==> config.mk <==
export PLATFORM = sky130hd
export DESIGN_NAME = cmp_match_tracker
export DESIGN_NICKNAME = d
export VERILOG_FILES = /design/src/rtl/cmp_match_tracker.sv
export SDC_FILE = /design/constraint.sdc
export NUM_CORES = 1
export LEC_CHECK = 0
export CAP_MARGIN = 25
export CELL_PAD_IN_SITES_DETAIL_PLACEMENT = 0
export CELL_PAD_IN_SITES_GLOBAL_PLACEMENT = 1
export CORE_ASPECT_RATIO = 0.8
export CORE_MARGIN = 2
export CORE_UTILIZATION = 41
export DETAILED_ROUTE_END_ITERATION = 6
export PLACE_DENSITY = 0.82
export SLEW_MARGIN = 20
export SYNTH_ARGS = -nofsm -noshare
export SYNTH_HDL_FRONTEND = slang
export SYNTH_SLANG_ARGS = --single-unit
export TNS_END_PERCENT = 10
==> constraint.sdc <==
create_clock -name clk -period 3.1 [get_ports clk]
set_clock_uncertainty 0.1 [all_clocks]
set_input_delay 0.93 -clock clk [delete_from_list [all_inputs] [get_ports clk]]
set_output_delay 0.93 -clock clk [all_outputs]
set_load 0.02 [all_outputs]
==> src/rtl/cmp_match_tracker.sv <==
// Tracks runs of RUN_LEN consecutive comparator matches and presents each completed run
// as a held valid/ready event, with saturating match and event statistics.
module cmp_match_tracker #(
  parameter int unsigned RUN_LEN = 3,
  parameter int unsigned CNT_W   = 8
) (
  input  logic             clk,
  input  logic             rst_n,
  input  logic             in_valid,
  input  logic             z_in,
  output logic             in_ready,
  output logic             evt_valid,
  input  logic             evt_ready,
  output logic [7:0]       run_len,
  output logic [CNT_W-1:0] match_cnt,
  output logic [CNT_W-1:0] evt_cnt
);

  localparam int unsigned RL_W = 8;
  localparam logic [RL_W-1:0] RUN_TGT = RL_W'(RUN_LEN);
  localparam logic [CNT_W-1:0] CNT_MAX = {CNT_W{1'b1}};

  localparam logic [1:0] IDLE = 2'd0;
  localparam logic [1:0] RUN  = 2'd1;
  localparam logic [1:0] HOLD = 2'd2;

  logic [1:0]       state, state_nxt;
  logic [RL_W-1:0]  run_len_nxt;
  logic [CNT_W-1:0] match_cnt_nxt, evt_cnt_nxt;
  logic             accept;

  // State and registered outputs; in_ready/evt_valid are decodes of the next state.
  always_ff @(posedge clk or negedge rst_n) begin
    if (!rst_n) begin
      state     <= IDLE;
      run_len   <= '0;
      match_cnt <= '0;
      evt_cnt   <= '0;
      evt_valid <= 1'b0;
      in_ready  <= 1'b1;
    end else begin
      state     <= state_nxt;
      run_len   <= run_len_nxt;
      match_cnt <= match_cnt_nxt;
      evt_cnt   <= evt_cnt_nxt;
      evt_valid <= (state_nxt == HOLD);
      in_ready  <= (state_nxt != HOLD);
    end
  end

  // Next-state, run length and saturating statistics.
  always_comb begin
    state_nxt     = state;
    run_len_nxt   = run_len;
    match_cnt_nxt = match_cnt;
    evt_cnt_nxt   = evt_cnt;
    accept        = in_valid && in_ready;

    if (accept && z_in && (match_cnt != CNT_MAX)) begin
      match_cnt_nxt = match_cnt + CNT_W'(1);
    end

    case (state)
      IDLE: begin
        if (accept && z_in) begin
          run_len_nxt = RL_W'(1);
          state_nxt   = (RUN_TGT == RL_W'(1)) ? HOLD : RUN;
        end
      end
      RUN: begin
        if (accept) begin
          if (z_in) begin
            run_len_nxt = run_len + RL_W'(1);
            if (run_len_nxt == RUN_TGT) begin
              state_nxt = HOLD;
            end
          end else begin
            run_len_nxt = '0;
            state_nxt   = IDLE;
          end
        end
      end
      HOLD: begin
        if (evt_ready) begin
          run_len_nxt = '0;
          state_nxt   = IDLE;
          if (evt_cnt != CNT_MAX) begin
            evt_cnt_nxt = evt_cnt + CNT_W'(1);
          end
        end
      end
      default: begin
        run_len_nxt = '0;
        state_nxt   = IDLE;
      end
    endcase
  end

endmodule

Yosys cells after proc, flatten, opt, wreduce, memory -nomap -nowiden
Index checks and enable logic that the tools add are counted.
W data, S select, Z words.
{"block": "op_classes", "add_sub_neg": 3, "mul": 0, "n_div": 0, "order_cmp": 0, "n_eq_ne": 10, "shifts": 0, "mux": 11, "bitwise": 0, "reduce_logical": 6}
{"operator": "$mux W8", "count": 4}
{"operator": "$add A8 B1 Y8 const B", "count": 3}
{"operator": "$pmux W8 S3", "count": 1}
{"operator": "$ne A8 B8 Y1 const B", "count": 2}
{"operator": "$mux W2", "count": 5}
{"operator": "$eq A8 B2 Y1 const B", "count": 1}
{"operator": "$ne A2 B2 Y1 const B", "count": 4}
{"operator": "$pmux W2 S3", "count": 1}
{"operator": "$reduce_and A3 Y1", "count": 2}
{"operator": "$eq A2 B2 Y1 const B", "count": 2}
{"operator": "$logic_and A1 B1 Y1", "count": 3}
{"operator": "$eq A2 B1 Y1 const B", "count": 1}
{"operator": "$logic_not A2 Y1", "count": 1}
{"block": "totals", "regBits": 28, "latch_bits": 0, "mem_bits_rw": 0, "romBits": 0, "in_bits": 5, "wordCells": 36, "mem_count": 0}

Logic depth before layout (Yosys ltp)
{"block": "depth", "ltp_word": 7, "ltp_mapped": 6}

Worst setup path before layout
Ideal clock, no wire load.
{"block": "synth_timing", "path_kind": "input-to-reg", "start": "input port evt_ready", "end": "register evt_cnt[1]", "t_arrival_ns": 1.760, "t_required_ns": 2.875, "setup_slack_ns": 1.115, "stages": 3, "path_buffers": 0, "cell_sequence": "nand2_1 a311oi_4 mux2_2"}
{"block": "synth_between", "elab_chain_cells": 1}
{"element": "start, declared", "line_no": "13", "source": "input logic evt_ready,"}
{"element": "$reduce_and A3 Y1 (no line)"}
{"element": "end signal, assigned", "line_no": "45", "source": "evt_cnt <= evt_cnt_nxt;"}
{"element": "end, declared", "line_no": "16", "source": "output logic [CNT_W-1:0] evt_cnt"}
No other way between the ends.
A chain may end at the register's enable or synchronous reset.

Worst setup path after layout
{"block": "layout_timing", "start": "register in_ready", "end": "output port in_ready"}
{"element": "start, declared", "line_no": "11", "source": "output logic in_ready,"}
{"element": "start signal, assigned", "line_no": "47", "source": "in_ready <= (state_nxt != HOLD);"}
No word-level cell between the ends.

==> summary.md <==
| Metric | Value |
|---|---|
| Syn_area_per_cell | `10.7 um^2` |
| Root Driver | `clkbuf_8` |
| Die Ht | `56.6 um` |
| Required @ worst endpoint | `2.07 ns` |
| Final setup TNS | `0 ns` |
| Post-synthesis sequential area ratio | `49.5%` |
| FILL cells | `309` |
| Dpl ws | `0.431 ns` |
| Worst slew margin | `70.8%` |
| DRT Pass-1 Iters | `4` |
| Worst hold start | `match_cnt[5]$_DFFE_PN0P_` |
| Worst R2R Setup Slack | `1.13 ns` |
| Crit path max-delay family | `buffers and inverters` |
| Diode count | `0` |
| Tmin final | `2.47 ns` |
| P&R area growth vs syn | `28.2%` |
| IO Port Bufs | `30` |
| Initial Utilization | `42.0%` |
| Post-Synth XOR/XNOR Area | `9.89%` |
| Clock buffer count from CTS | `3` |
| Top-area cell type share of the netlist area | `47.7%` |
| Site Rows | `19` |
| Crit path largest cell delay | `0.60 ns` |
| Pwr dens | `529 mW/mm^2` |
| Ys Warns | `0` |
| Placed Area | `0.00176 mm^2` |
| Die area | `0.00395 mm^2` |
| RSZ-0062 raised after global routing | `false` |
| CTS Buffer Depth | `2` |
| Worst-path clk slew | `0.09 ns` |
| Largest net degree at the start of global routing | `29` |
| Hold path cells | `1` |
| LEAKAGE | `0.779 nW` |
| CP Depth | `1` |
| Number of global-route vias before repair | `1015` |
| Mapped Nets | `142` |
| Crit path max fanout | `5` |
| Wire per inst | `13.7 um` |
| Hold-fix buffers, CTS | `0` |
| Fin crit share | `79.7%` |
| Power Total | `0.961 mW` |
| Reg2Reg Launch Point | `run_len[0]$_DFFE_PN0P_` |
| Synth Area in Adders | `3.53%` |
| Largest family of logic cells by synthesized area | `simple AND/OR/NAND/NOR gates` |
| First-pass GRT wire length | `4770 um` |
| CTS HTree Levels | `1` |
| Worst R2R End | `evt_valid$_DFF_PN0_` |
| Max Cap Viol | `0` |
| Commonest cells after routing, fill and taps aside | `clkdlybuf4s50_1, dfrtp_1, nand2_1` |
| Placed wire-length estimate | `2080 um` |
| Vias per cell | `5.23` |
| Mux cell area share after synthesis | `2.38%` |
| Final hold vios | `0` |
| Status | `finished, final reports clean` |
| Final WS setup | `0.629 ns` |
| Post-DRT Antenna Nets | `0` |
| Number of library cell types mapped by synthesis | `35` |
| DRC viols | `0` |
| Bufs and invs on worst path | `1` |
| Critical Setup Path Class | `reg -> out` |
| Reg2reg path depth | `6` |
| Die X | `69.7 um` |
| Via Count | `1082` |
| Setup crit end kind | `output pin` |
| FMAX | `405 MHz` |
| Initial antenna violation count | `0` |
| Mapped cell area | `0.00142 mm^2` |
| Post-Synthesis Cells | `133` |
| Worst Hold End | `match_cnt[5]$_DFFE_PN0P_` |
| Most common cell after layout, fill and taps aside | `clkdlybuf4s50_1` |
| Post-route cell area | `0.00182 mm^2` |
| Fin. max-slew vios | `0` |
| First DRT Iteration DRCs | `68` |
| Crit-path cells | `clkdlybuf4s50_1` |
| Synth area leader | `dfrtp_1` |
| Multi-input gate area in the final layout | `689 um^2` |
| Simple logic cell fraction of the synthesized area | `18.2%` |
| GRT Total Usage | `15.4%` |
| Grt total ovfl | `0` |
| CTS sink cnt | `28` |
| Nets@finish | `175` |
| Worst min path class | `reg -> reg` |
| Register area | `702 um^2` |
| CP startpoint kind | `flop` |
| I/O pins | `31` |
| Critical-path top delay cell | `clkdlybuf4s50_1` |
| Post-synthesis compound-gate area fraction | `14.7%` |
| Post-CTS Resized | `0` |
| Yosys reg bits | `28` |
| Worst EP arrival | `1.44 ns` |
| CTS tree | `done` |
| Final wirelength | `2830 um` |
| Setup violators final | `0` |
| Slew @ Worst Pin | `0.439 ns` |
| RePlAce Congestion | `0.834` |
| Post-CTS Setup Inserts | `0` |
| Ratio of cells with drive above 1 in the final layout | `9.09%` |
| Peak VDD IR | `257 uV` |
| Clk Latency, worst-skew pair | `0.27 ns` |
| Core Area | `0.00338 mm^2` |
| Top post-synthesis cells by area | `dfrtp_1, xnor2_1, nand2_1, ha_1, o31ai_1` |
## cells by family after synthesis
family / after synthesis
compound gates: 26
xor+xnor: 16
fa+ha+maj: 4
buf+inv: 6
flops: 28
mux: 3
simple gates: 50
## through the flow
stage / cells / hold WS (ns) / utilization (%)
after global placement: 203 / 0.378 / 52.2
final: 207 / 0.403 / 53.9
after floorplan: 133 / 0.454 / -
after CTS: 207 / 0.410 / 53.9
after detailed placement: 203 / 0.393 / 52.2
after global routing: 207 / 0.420 / 53.9
## registers in the layout, indices dropped and copies added, names as in the netlist
register / cells
match_cnt: 8
run_len: 8
evt_valid: 1
in_ready: 1
state: 2
evt_cnt: 8
## power by group
part	switching, mW	internal [mW]	leakage (nW)
registers	0.0668	0.412	0.374
logic	0.132	0.130	0.377
clock network	0.107	0.114	0.0288
total	0.306	0.656	0.779
## cell type report
cell class              count  share of cell area, %
repair buffers             31                   16.9
inverters                   3                  0.619
clock buffers               4                   3.03
well taps                  42                   2.89
multi-input cells          99                   37.9
flip-flops and latches     28                   38.6
## routing by layer
metal	up-vias	part of all wire [%]	track usage (%)
met2	16	48	25.1
li1	539	-	-
met4	0	0.78	4.12
met5	-	0	0
met1	525	48	19.9
met3	2	3.4	4.85
## synth_stat cells, drive strengths merged
cell / n
dfrtp: 27
nand2: 16
xnor2: 12
and3: 9
nor2: 8
nand3: 7
o21ai: 7
o31ai: 6
ha: 4
nand4: 4
xor2: 4
a21oi: 3
inv: 3
mux2: 3
a21o: 2
a31oi: 2
and2: 2
clkbuf: 2
a2111oi: 1
a311oi: 1
buf: 1
dfstp: 1
nand2b: 1
nand3b: 1
nor3: 1
o2111ai: 1
o21bai: 1
o31a: 1
o32ai: 1
or3b: 1
## how the worst max path moves through the flow
stage / slack, ns / endpoint / start
after floorplan: 1.12 / evt_cnt[1]$_DFFE_PN0P_ / evt_ready
after global placement: 0.43 / run_len[3]$_DFFE_PN0P_ / in_valid
after detailed placement: 0.43 / run_len[3]$_DFFE_PN0P_ / in_valid
after CTS: 0.62 / in_ready / in_ready$_DFF_PN1_
after global routing: 0.58 / in_ready / in_ready$_DFF_PN1_
final: 0.63 / in_ready / in_ready$_DFF_PN1_
Note: power is estimated with default switching activity, not from simulation.
